==> config.mk <==
export PLATFORM = sky130hd
export DESIGN_NAME = wb_clint_timer
export DESIGN_NICKNAME = d
export VERILOG_FILES = /design/src/rtl/wb_clint_timer_pkg.sv /design/src/rtl/clint_prescaler.sv /design/src/rtl/wb_clint_timer.sv
export SDC_FILE = /design/constraint.sdc
export NUM_CORES = 1
export LEC_CHECK = 0
export ABC_AREA = 1
export BUFFER_PORTS_ARGS = -buffer_cell sky130_fd_sc_hd__buf_2
export CAP_MARGIN = 15
export CORE_MARGIN = 1.5
export CORE_UTILIZATION = 40
export DETAILED_ROUTE_END_ITERATION = 10
export PLACE_DENSITY = 0.67
export SLEW_MARGIN = 20
export SYNTH_ARGS = -nofsm -noshare
export SYNTH_HDL_FRONTEND = slang
export SYNTH_SLANG_ARGS = --single-unit
==> constraint.sdc <==
create_clock -name clk_i -period 8.8 [get_ports clk_i]
set_input_delay 0.88 -clock clk_i [delete_from_list [all_inputs] [get_ports clk_i]]
set_output_delay 0.88 -clock clk_i [all_outputs]
set_load 0.005 [all_outputs]
==> src/rtl/wb_clint_timer_pkg.sv <==
// Shared constants and helpers for the CLINT machine-timer Wishbone slave.
// Provides the address map, register decode and a byte-lane merge.
package wb_clint_timer_pkg;

    localparam logic [31:0] CLINT_BASE = 32'h0200_0000;
    localparam logic [31:0] CLINT_MASK = 32'hFFFF_0000;

    localparam logic [15:0] MTIMECMP_LO = 16'h4000;
    localparam logic [15:0] MTIMECMP_HI = 16'h4004;
    localparam logic [15:0] MTIME_LO    = 16'hBFF8;
    localparam logic [15:0] MTIME_HI    = 16'hBFFC;

    typedef enum logic [2:0] {
        RegNone,
        RegCmpLo,
        RegCmpHi,
        RegTimeLo,
        RegTimeHi
    } clint_reg_e;

    // Takes the word offset (adr[15:2]); byte-within-word bits never affect decode.
    function automatic clint_reg_e decode_offset(input logic [13:0] word_off);
        clint_reg_e reg_sel;
        reg_sel = RegNone;
        unique case (word_off)
            MTIMECMP_LO[15:2]: reg_sel = RegCmpLo;
            MTIMECMP_HI[15:2]: reg_sel = RegCmpHi;
            MTIME_LO[15:2]:    reg_sel = RegTimeLo;
            MTIME_HI[15:2]:    reg_sel = RegTimeHi;
            default:           reg_sel = RegNone;
        endcase
        return reg_sel;
    endfunction

    function automatic logic [31:0] byte_merge(input logic [31:0] old_word,
                                               input logic [31:0] new_word,
                                               input logic [3:0]  sel);
        logic [31:0] merged;
        merged = old_word;
        for (int i = 0; i < 4; i++) begin
            if (sel[i]) begin
                merged[i*8 +: 8] = new_word[i*8 +: 8];
            end
        end
        return merged;
    endfunction

endpackage

==> src/rtl/clint_prescaler.sv <==
// Divides clk by PRESCALE and emits a one-cycle tick on the last count.
// PRESCALE = 1 ticks on every cycle.
module clint_prescaler #(
    parameter int unsigned PRESCALE = 50
) (
    input  logic clk,
    input  logic rst,
    output logic tick
);

    localparam int unsigned CW = (PRESCALE > 1) ? $clog2(PRESCALE) : 1;
    localparam logic [CW-1:0] LAST = CW'(PRESCALE - 1);

    logic [CW-1:0] count_q;
    logic [CW-1:0] count_d;

    always_comb begin
        tick    = (count_q == LAST);
        count_d = tick ? '0 : count_q + CW'(1);
    end

    always_ff @(posedge clk or posedge rst) begin
        if (rst) begin
            count_q <= '0;
        end else begin
            count_q <= count_d;
        end
    end

endmodule

==> src/rtl/wb_clint_timer.sv <==
// CLINT-style machine timer (mtime/mtimecmp) behind a single-cycle Wishbone slave.
// The 64-bit registers are exposed as non-atomic 32-bit halves.
module wb_clint_timer #(
    parameter int unsigned PRESCALE   = 50,
    parameter int unsigned ADDR_WIDTH = 32,
    parameter int unsigned DATA_WIDTH = 32
) (
    input  logic                    clk_i,
    input  logic                    rst_i,
    input  logic                    wb_cyc_i,
    input  logic                    wb_stb_i,
    input  logic                    wb_we_i,
    input  logic [ADDR_WIDTH-1:0]   wb_adr_i,
    input  logic [DATA_WIDTH-1:0]   wb_dat_i,
    input  logic [DATA_WIDTH/8-1:0] wb_sel_i,
    output logic                    wb_ack_o,
    output logic [DATA_WIDTH-1:0]   wb_dat_o,
    output logic                    timer_irq_o
);

    import wb_clint_timer_pkg::*;

    logic                  tick;
    logic                  request;
    logic                  wr_en;
    logic                  rd_en;
    clint_reg_e            reg_sel;

    logic                  ack_q;
    logic                  irq_q;
    logic                  irq_d;
    logic [DATA_WIDTH-1:0] rdata_q;
    logic [DATA_WIDTH-1:0] rdata_d;
    logic [DATA_WIDTH-1:0] rd_mux;
    logic [63:0]           mtime_q;
    logic [63:0]           mtime_d;
    logic [63:0]           mtime_inc;
    logic [63:0]           mtimecmp_q;
    logic [63:0]           mtimecmp_d;

    // Only adr[15:2] selects a register inside the block.
    logic unused_adr;
    assign unused_adr = ^{wb_adr_i[ADDR_WIDTH-1:16], wb_adr_i[1:0]};

    clint_prescaler #(
        .PRESCALE(PRESCALE)
    ) u_prescaler (
        .clk  (clk_i),
        .rst  (rst_i),
        .tick (tick)
    );

    // Masking with the ack keeps a held strobe from being accepted twice.
    assign request = wb_cyc_i & wb_stb_i & ~ack_q;
    assign wr_en   = request & wb_we_i;
    assign rd_en   = request & ~wb_we_i;
    assign reg_sel = decode_offset(wb_adr_i[15:2]);

    always_comb begin
        mtime_inc  = tick ? mtime_q + 64'd1 : mtime_q;
        mtime_d    = mtime_inc;
        mtimecmp_d = mtimecmp_q;
        // Written mtime bytes override the tick; unwritten bytes keep the increment.
        if (wr_en) begin
            unique case (reg_sel)
                RegCmpLo:  mtimecmp_d[31:0]  = byte_merge(mtimecmp_q[31:0], wb_dat_i, wb_sel_i);
                RegCmpHi:  mtimecmp_d[63:32] = byte_merge(mtimecmp_q[63:32], wb_dat_i, wb_sel_i);
                RegTimeLo: mtime_d[31:0]     = byte_merge(mtime_inc[31:0], wb_dat_i, wb_sel_i);
                RegTimeHi: mtime_d[63:32]    = byte_merge(mtime_inc[63:32], wb_dat_i, wb_sel_i);
                default:   ;
            endcase
        end
    end

    always_comb begin
        rd_mux = '0;
        unique case (reg_sel)
            RegCmpLo:  rd_mux = mtimecmp_q[31:0];
            RegCmpHi:  rd_mux = mtimecmp_q[63:32];
            RegTimeLo: rd_mux = mtime_q[31:0];
            RegTimeHi: rd_mux = mtime_q[63:32];
            default:   rd_mux = '0;
        endcase
        rdata_d = rd_en ? rd_mux : rdata_q;
        irq_d   = (mtime_q >= mtimecmp_q);
    end

    always_ff @(posedge clk_i or posedge rst_i) begin
        if (rst_i) begin
            ack_q      <= 1'b0;
            rdata_q    <= '0;
            mtime_q    <= '0;
            mtimecmp_q <= '1;
            irq_q      <= 1'b0;
        end else begin
            ack_q      <= request;
            rdata_q    <= rdata_d;
            mtime_q    <= mtime_d;
            mtimecmp_q <= mtimecmp_d;
            irq_q      <= irq_d;
        end
    end

    assign wb_ack_o    = ack_q;
    assign wb_dat_o    = rdata_q;
    assign timer_irq_o = irq_q;

endmodule
==> flow_summary.json, run 1 <==
{
  "post_cts_hold_buffer_count": 0,
  "finish.net_count": 1854,
  "relSlewSlack_pct": 20.2,
  "fin_skew_ps": 15.0,
  "start_util_pct": 40.7,
  "routed_wirelength_um": 40200,
  "met1_usage_pct": 38.8,
  "r2r.worst_path.cells": 10,
  "drc": 0,
  "post_synthesis_cell_area_mm2": 0.0113,
  "power_per_cell_area_mw_per_mm2": 135,
  "finalSetupTns_ps": 0,
  "synthDistinctLibCells": 37,
  "multi_input_area_mm2": 0.00597,
  "cell_internal_pwr_uw": 1290,
  "setup.worst_path.class": "in2reg",
  "setup_repair_after_global_routing_missed_its_margin": "false",
  "clockBufferDepth": 2,
  "power.sequential.fraction_pct": 45.4,
  "startpoint_type": "input pin",
  "worstPathRequired_ps": 9190,
  "timing.final.setup_violations": 0,
  "die_height_um": 171,
  "hold_viol_final": 0,
  "antenna_found_initial": 0,
  "floorplan.die_area_mm2": 0.0294,
  "critical_path.startpoint": "wb_adr_i[2]",
  "vias": 11100,
  "use_met3_pct": 3.73,
  "gr-total-overflow": 0,
  "power.switching_uw": 446,
  "synth.ff_latch_count": 168,
  "clock_group_share_of_total_power_pct": 48.6,
  "setup.worst_path.end_class": "register",
  "drt.antenna.violating_nets": 0,
  "final_cells": 2105,
  "area_growth_pct": 13.3,
  "clock_sink_count": 168,
  "fin_crit_sh_pct": 37.0,
  "finalCriticalPeriod_ps": 3260,
  "grt_most_used_layer": "met2",
  "tritoncts": "done",
  "synth_fp_nets": 1768,
  "reg2reg_setup_slack_ps": 6090,
  "clock-root-buffer": "sky130_fd_sc_hd__clkbuf_16",
  "share_of_total_power_consumed_by_net_switching_pct": 25.6,
  "post_drt_wl_per_cell_um": 19.1,
  "drt_iter0_markers": 1088,
  "grt.total_usage_pct": 28.6,
  "hp_class": "reg2reg",
  "top_level_ports": 107,
  "timing.rr.start": "mtimecmp_q[31]",
  "result_of_the_run": "completed",
  "place.detailed.hpwl_um": 31000,
  "clk_latency_ps": 460,
  "clkSlewWorstSetupHoldPaths_ps": 70,
  "p_leak_uw": 0.00600,
  "pnr_total_power_uw": 1740,
  "drtPass1Iterations": 8,
  "h-tree-depth": 4,
  "groute.layer.met2.usage_pct": 46.8,
  "port_buffers": 88,
  "global_route_wire_length_before_repair_um": 61900,
  "post_cts_resize_count": 0,
  "data_arrival_time_of_the_critical_path_ps": 3650,
  "final.fill_count": 2926,
  "syn_area_per_cell_um2": 6.97,
  "std_cell_rows": 61,
  "cap_viol_max_count": 0,
  "grt_pass1_vias": 10700,
  "netlist_instances": 1628,
  "worst_r2r_endpoint": "timer_irq_o",
  "diodes": 0,
  "avgViaCountPerCell": 5.27,
  "drv_slew": 0,
  "cp_max_fo": 19,
  "core_box_area_mm2": 0.0279,
  "register_area_mm2": 0.00428,
  "worst_setup_path_endpoint": "wb_dat_o[23]",
  "gp_congestion": 1.05,
  "layout-drive-gt1-share_pct": 13.8,
  "yosysWarningCount": 0,
  "p_comb_share_pct": 6.1,
  "die_x_um": 171,
  "tritoncts.num_buffers": 17,
  "grt_start_max_net_pins": 92,
  "maxClockFrequency_ghz": 0.307,
  "ys_seq_area_share_pct": 37.8,
  "max-vdd-ir-drop_v": 0.000135,
  "cts_post_setup_buffers_inserted": 0,
  "tightest_slew_ps": 1180,
  "hold_path_depth": 2,
  "dp_cell_count": 2073
}
synthesized netlist by cell type, drive strengths merged:
master / instances / area share (%)
nand2: 469 / 16
nand4: 24 / 1.5
clkinv: 1 / 0.033
o22ai: 16 / 0.88
clkbuf: 19 / 0.63
buf: 11 / 0.53
o211ai: 2 / 0.13
o21a: 1 / 0.066
nand3: 107 / 4.8
or2: 2 / 0.11
a211oi: 1 / 0.066
inv: 257 / 8.5
nor3: 34 / 1.7
o31ai: 1 / 0.066
nand3b: 2 / 0.13
dfstp: 64 / 15
o21ai: 198 / 8.7
nor4b: 1 / 0.077
a21oi: 45 / 2.0
dfrtp: 104 / 23
and2: 3 / 0.17
xor2: 37 / 2.9
nor4: 4 / 0.35
o21bai: 3 / 0.20
nor2: 155 / 5.7
ha: 67 / 7.4
power groups by stage:
stage | Combinational [µW] | Sequential (µW) | Clock, µW
6_report | 106 | 789 | 846
3_5_place_dp | 106 | 803 | 0
5_1_grt | 119 | 790 | 887
3_3_place_gp | 105 | 802 | 0
2_1_floorplan | 59.4 | 799 | 0
4_1_cts | 107 | 789 | 855
cell usage in the layout (no fill, tap or decap), drive strengths merged:
cell    netlist  layout
clkinv        1       5
o21ai       198     198
nor2        155     155
dfrtp       104     104
o31ai         1       1
or2           2       2
nor4          4       4
ha           67      67
buf          11      97
bufinv        0       4
nor4b         1       1
a211oi        1       1
o21a          1       1
nand4        24      24
nand3       107     107
dfstp        64      64
nand2       469     469
o21bai        3       3
a21oi        45      45
inv         257     263
nor3         34      34
xor2         37      37
o211ai        2       2
nand3b        2       2
clkbuf       19      18
o22ai        16      16
and2          3       3
worst min path at each step:
stage / startpoint / endpoint / slack [ps]
final: wb_dat_o[5] / wb_dat_o[5] / 470
after global routing: wb_dat_o[13] / wb_dat_o[13] / 490
after CTS: wb_dat_o[13] / wb_dat_o[13] / 480
after detailed placement: wb_dat_o[14] / wb_dat_o[14] / 460
after global placement: wb_dat_o[9] / wb_dat_o[9] / 460
after floorplan: mtimecmp_q[8] / mtimecmp_q[8] / 460
routing by layer:
metal / up-vias / routed length [µm]
met3: 72 / 2040
met1: 5288 / 18300
met2: 358 / 18700
li1: 5378 / -
met5: - / 0
met4: 0 / 1150
cells by family after synthesis:
group / Yosys count / share of synthesized area (%)
DFF: 168 / 37.8
xor gates and xnor gates: 37 / 2.86
and+or+nand+nor: 801 / 30.2
adders and majority gates: 67 / 7.39
AOI/OAI and AO/OA: 267 / 12.1
buffers and inverters: 288 / 9.69
flip-flops by register name, indices dropped and copies added, names as in the netlist:
name	cells
mtimecmp_q	64
wb_ack_o	1
mtime_q	64
wb_dat_o	32
u_prescaler.count_q	6
timer_irq_o	1
critical path, cell delays in order:
cell,delay (ps)
sky130_fd_sc_hd__buf_2,120
sky130_fd_sc_hd__inv_1,100
sky130_fd_sc_hd__nand3_1,150
sky130_fd_sc_hd__nor2_2,740
sky130_fd_sc_hd__nand2_1,910
sky130_fd_sc_hd__o22ai_1,540
sky130_fd_sc_hd__o21ai_1,100
sky130_fd_sc_hd__nand2_1,90
final cells by class:
class	count	share of cell area (%)
sequential	168	33.3
tap	378	3.68
clock buffer	18	3.34
multi-input combinational	1172	46.5
timing repair buffer	97	3.95
clock inverter	14	1.65
inverter	258	7.57
metrics by stage:
stage / util (%) / instance area [µm²] / worst slack, ps / hold WS (ps)
floorplan: - / 11300 / 3480 / 461
global placement: 43.8 / 12200 / 5220 / 458
detailed placement: 43.8 / 12200 / 5250 / 460
CTS: 46.1 / 12900 / 5710 / 479
global route: 46.1 / 12900 / 5400 / 487
finish: 46.1 / 12900 / 5540 / 474
(Power assumes the default switching activity.)
==> run 2: changes to the inputs <==
Clock period 8.8 ns to 3.2 ns, I/O delays scaled along.
==> flow_summary.json, run 2 (same netlist as run 1, synthesis figures left out) <==
{
  "result_of_the_run": "complete, but fails checks",
  "failed_checks": "hold timing",
  "cp_cell_instances": "nand2_1 > nor2_1 > nand3_1 > nor2_1 > nand4_1 > nor2_1 > nand3_1 > nand3_1 > nand2_1",
  "fin_crit_sh_pct": 74.9,
  "reg2reg_setup_slack_ps": 800,
  "multi_input_area_mm2": 0.00597,
  "cp_top_family": "simple AND/OR/NAND/NOR gates",
  "mostFrequentLayoutCell": "sky130_fd_sc_hd__nand2_1",
  "avgViaCountPerCell": 5.27,
  "critical_path.startpoint": "mtime_q[23]",
  "die_height_um": 171,
  "finalSetupTns_ps": 0,
  "maxClockFrequency_ghz": 0.417,
  "relSlewSlack_pct": 55.6,
  "die_x_um": 171,
  "clock-root-buffer": "sky130_fd_sc_hd__clkbuf_16",
  "layout-drive-gt1-share_pct": 14.4,
  "cp_max_fo": 6,
  "setup.worst_path.class": "reg2reg",
  "drc": 0,
  "fin_skew_ps": 13.0,
  "register_area_mm2": 0.00428,
  "post_cts_resize_count": 0,
  "finalCriticalPeriod_ps": 2400,
  "critPathBufInv": 0,
  "tightest_slew_ps": 666,
  "routed_wirelength_um": 39800,
  "p_comb_share_pct": 6.6,
  "drt_iter0_markers": 873,
  "place.detailed.hpwl_um": 31500,
  "gp_congestion": 1.05,
  "setup.worst_path.end_class": "register",
  "p_leak_uw": 0.00601,
  "power_per_cell_area_mw_per_mm2": 350,
  "hold_viol_final": 3,
  "drv_slew": 0,
  "clock_sink_count": 168,
  "post_drt_wl_per_cell_um": 18.8,
  "data_arrival_time_of_the_critical_path_ps": 2730,
  "dp_cell_count": 2087,
  "drt.antenna.violating_nets": 0,
  "clock_group_share_of_total_power_pct": 45.3,
  "grt_start_max_net_pins": 95,
  "final_cells": 2119,
  "diodes": 0,
  "power.sequential.fraction_pct": 48.1,
  "hp_class": "in2async",
  "grt.total_usage_pct": 28.2,
  "port_buffers": 88,
  "layout.core_utilization_pct": 46.3,
  "finish.net_count": 1868,
  "core_box_area_mm2": 0.0279,
  "cts_post_setup_buffers_inserted": 0,
  "cp_num_cells": 9,
  "mostFrequentLayoutCells": "sky130_fd_sc_hd__nand2_1, sky130_fd_sc_hd__inv_1, sky130_fd_sc_hd__o21ai_0, sky130_fd_sc_hd__nor2_1, sky130_fd_sc_hd__nand3_1",
  "gr-total-overflow": 0,
  "clk_latency_ps": 460,
  "top_level_ports": 107,
  "antenna_found_initial": 0,
  "r2r.worst_path.cells": 9,
  "worstPathRequired_ps": 3530,
  "drtPass1Iterations": 5,
  "critical-path-max-stage-delay_ps": 570,
  "final.fill_count": 2937,
  "holdWs_ps": -10.8,
  "grt_pass1_vias": 10800,
  "clockBufferDepth": 2,
  "cap_viol_max_count": 0,
  "post-route-worst-setup-slack_ps": 802,
  "max-vdd-ir-drop_v": 0.000451,
  "start_util_pct": 40.7,
  "tritoncts.num_buffers": 17,
  "power.switching_uw": 1140,
  "timing.final.setup_violations": 0,
  "cell_internal_pwr_uw": 3380,
  "floorplan.die_area_mm2": 0.0294,
  "setup_repair_after_global_routing_missed_its_margin": "false",
  "clkSlewWorstSetupHoldPaths_ps": 70,
  "pre_cts_setup_slack_ps": 860,
  "slowest_stage": "sky130_fd_sc_hd__dfrtp_1",
  "worst_r2r_endpoint": "mtime_q[58]",
  "global_route_wire_length_before_repair_um": 61000,
  "std_cell_rows": 61,
  "tritoncts": "done",
  "h-tree-depth": 4,
  "vias": 11200,
  "post_cts_hold_buffer_count": 0,
  "worst_setup_path_endpoint": "mtime_q[58]",
  "share_of_total_power_consumed_by_net_switching_pct": 25.2,
  "area_growth_pct": 13.8,
  "startpoint_type": "register",
  "timing.rr.start": "mtime_q[23]"
}
-- run 2: worst min path at each step --
stage / slack [ps] / from / to / cells after the start
4_1_cts: 20 / rst_i / wb_dat_o[6] / 3
3_3_place_gp: 460 / wb_dat_o[8] / wb_dat_o[8] / 2
2_1_floorplan: 430 / wb_dat_i[11] / mtimecmp_q[11] / 2
5_1_grt: 30 / rst_i / wb_dat_o[1] / 3
3_5_place_dp: 460 / wb_dat_o[9] / wb_dat_o[9] / 2
6_report: -10 / rst_i / wb_dat_o[1] / 3
-- run 2: power groups by stage --
stage / Combinational [µW] / Clock, µW / Sequential, µW
global route: 336 / 2160 / 2170
global placement: 291 / 0 / 2210
CTS: 298 / 2080 / 2170
finish: 298 / 2050 / 2170
detailed placement: 297 / 0 / 2210
floorplan: 164 / 0 / 2200
-- run 2: area by class of cell --
cell class / count / area share (%)
clock inverters: 12 / 0.999
well taps: 378 / 3.66
repair buffers: 111 / 4.94
multi-input cells: 1172 / 46.3
flip-flops and latches: 168 / 33.2
inverters: 258 / 7.53
clock buffers: 20 / 3.38
-- run 2: tightest hold or removal path: stages --
cell and delay, ps:
sky130_fd_sc_hd__buf_2 110, sky130_fd_sc_hd__clkinvlp_4 100, sky130_fd_sc_hd__buf_12 320
-- run 2: per-layer routing --
| layer | share of wire [%] | wire length [µm] | track usage (%) |
|---|---|---|---|
| met1 | 43 | 17200 | 36.4 |
| met2 | 45 | 17800 | 44.2 |
| met3 | 6.8 | 2690 | 5.59 |
| met4 | 5.3 | 2130 | 16.1 |
| met5 | 0 | 0 | 0 |
-- run 2: per-stage QoR --
step / total power [µW] / instance area [µm²]
after floorplan: 2360 / 11300
after global placement: 2500 / 12300
after detailed placement: 2500 / 12300
after CTS: 4550 / 12900
after global routing: 4670 / 12900
final: 4520 / 12900
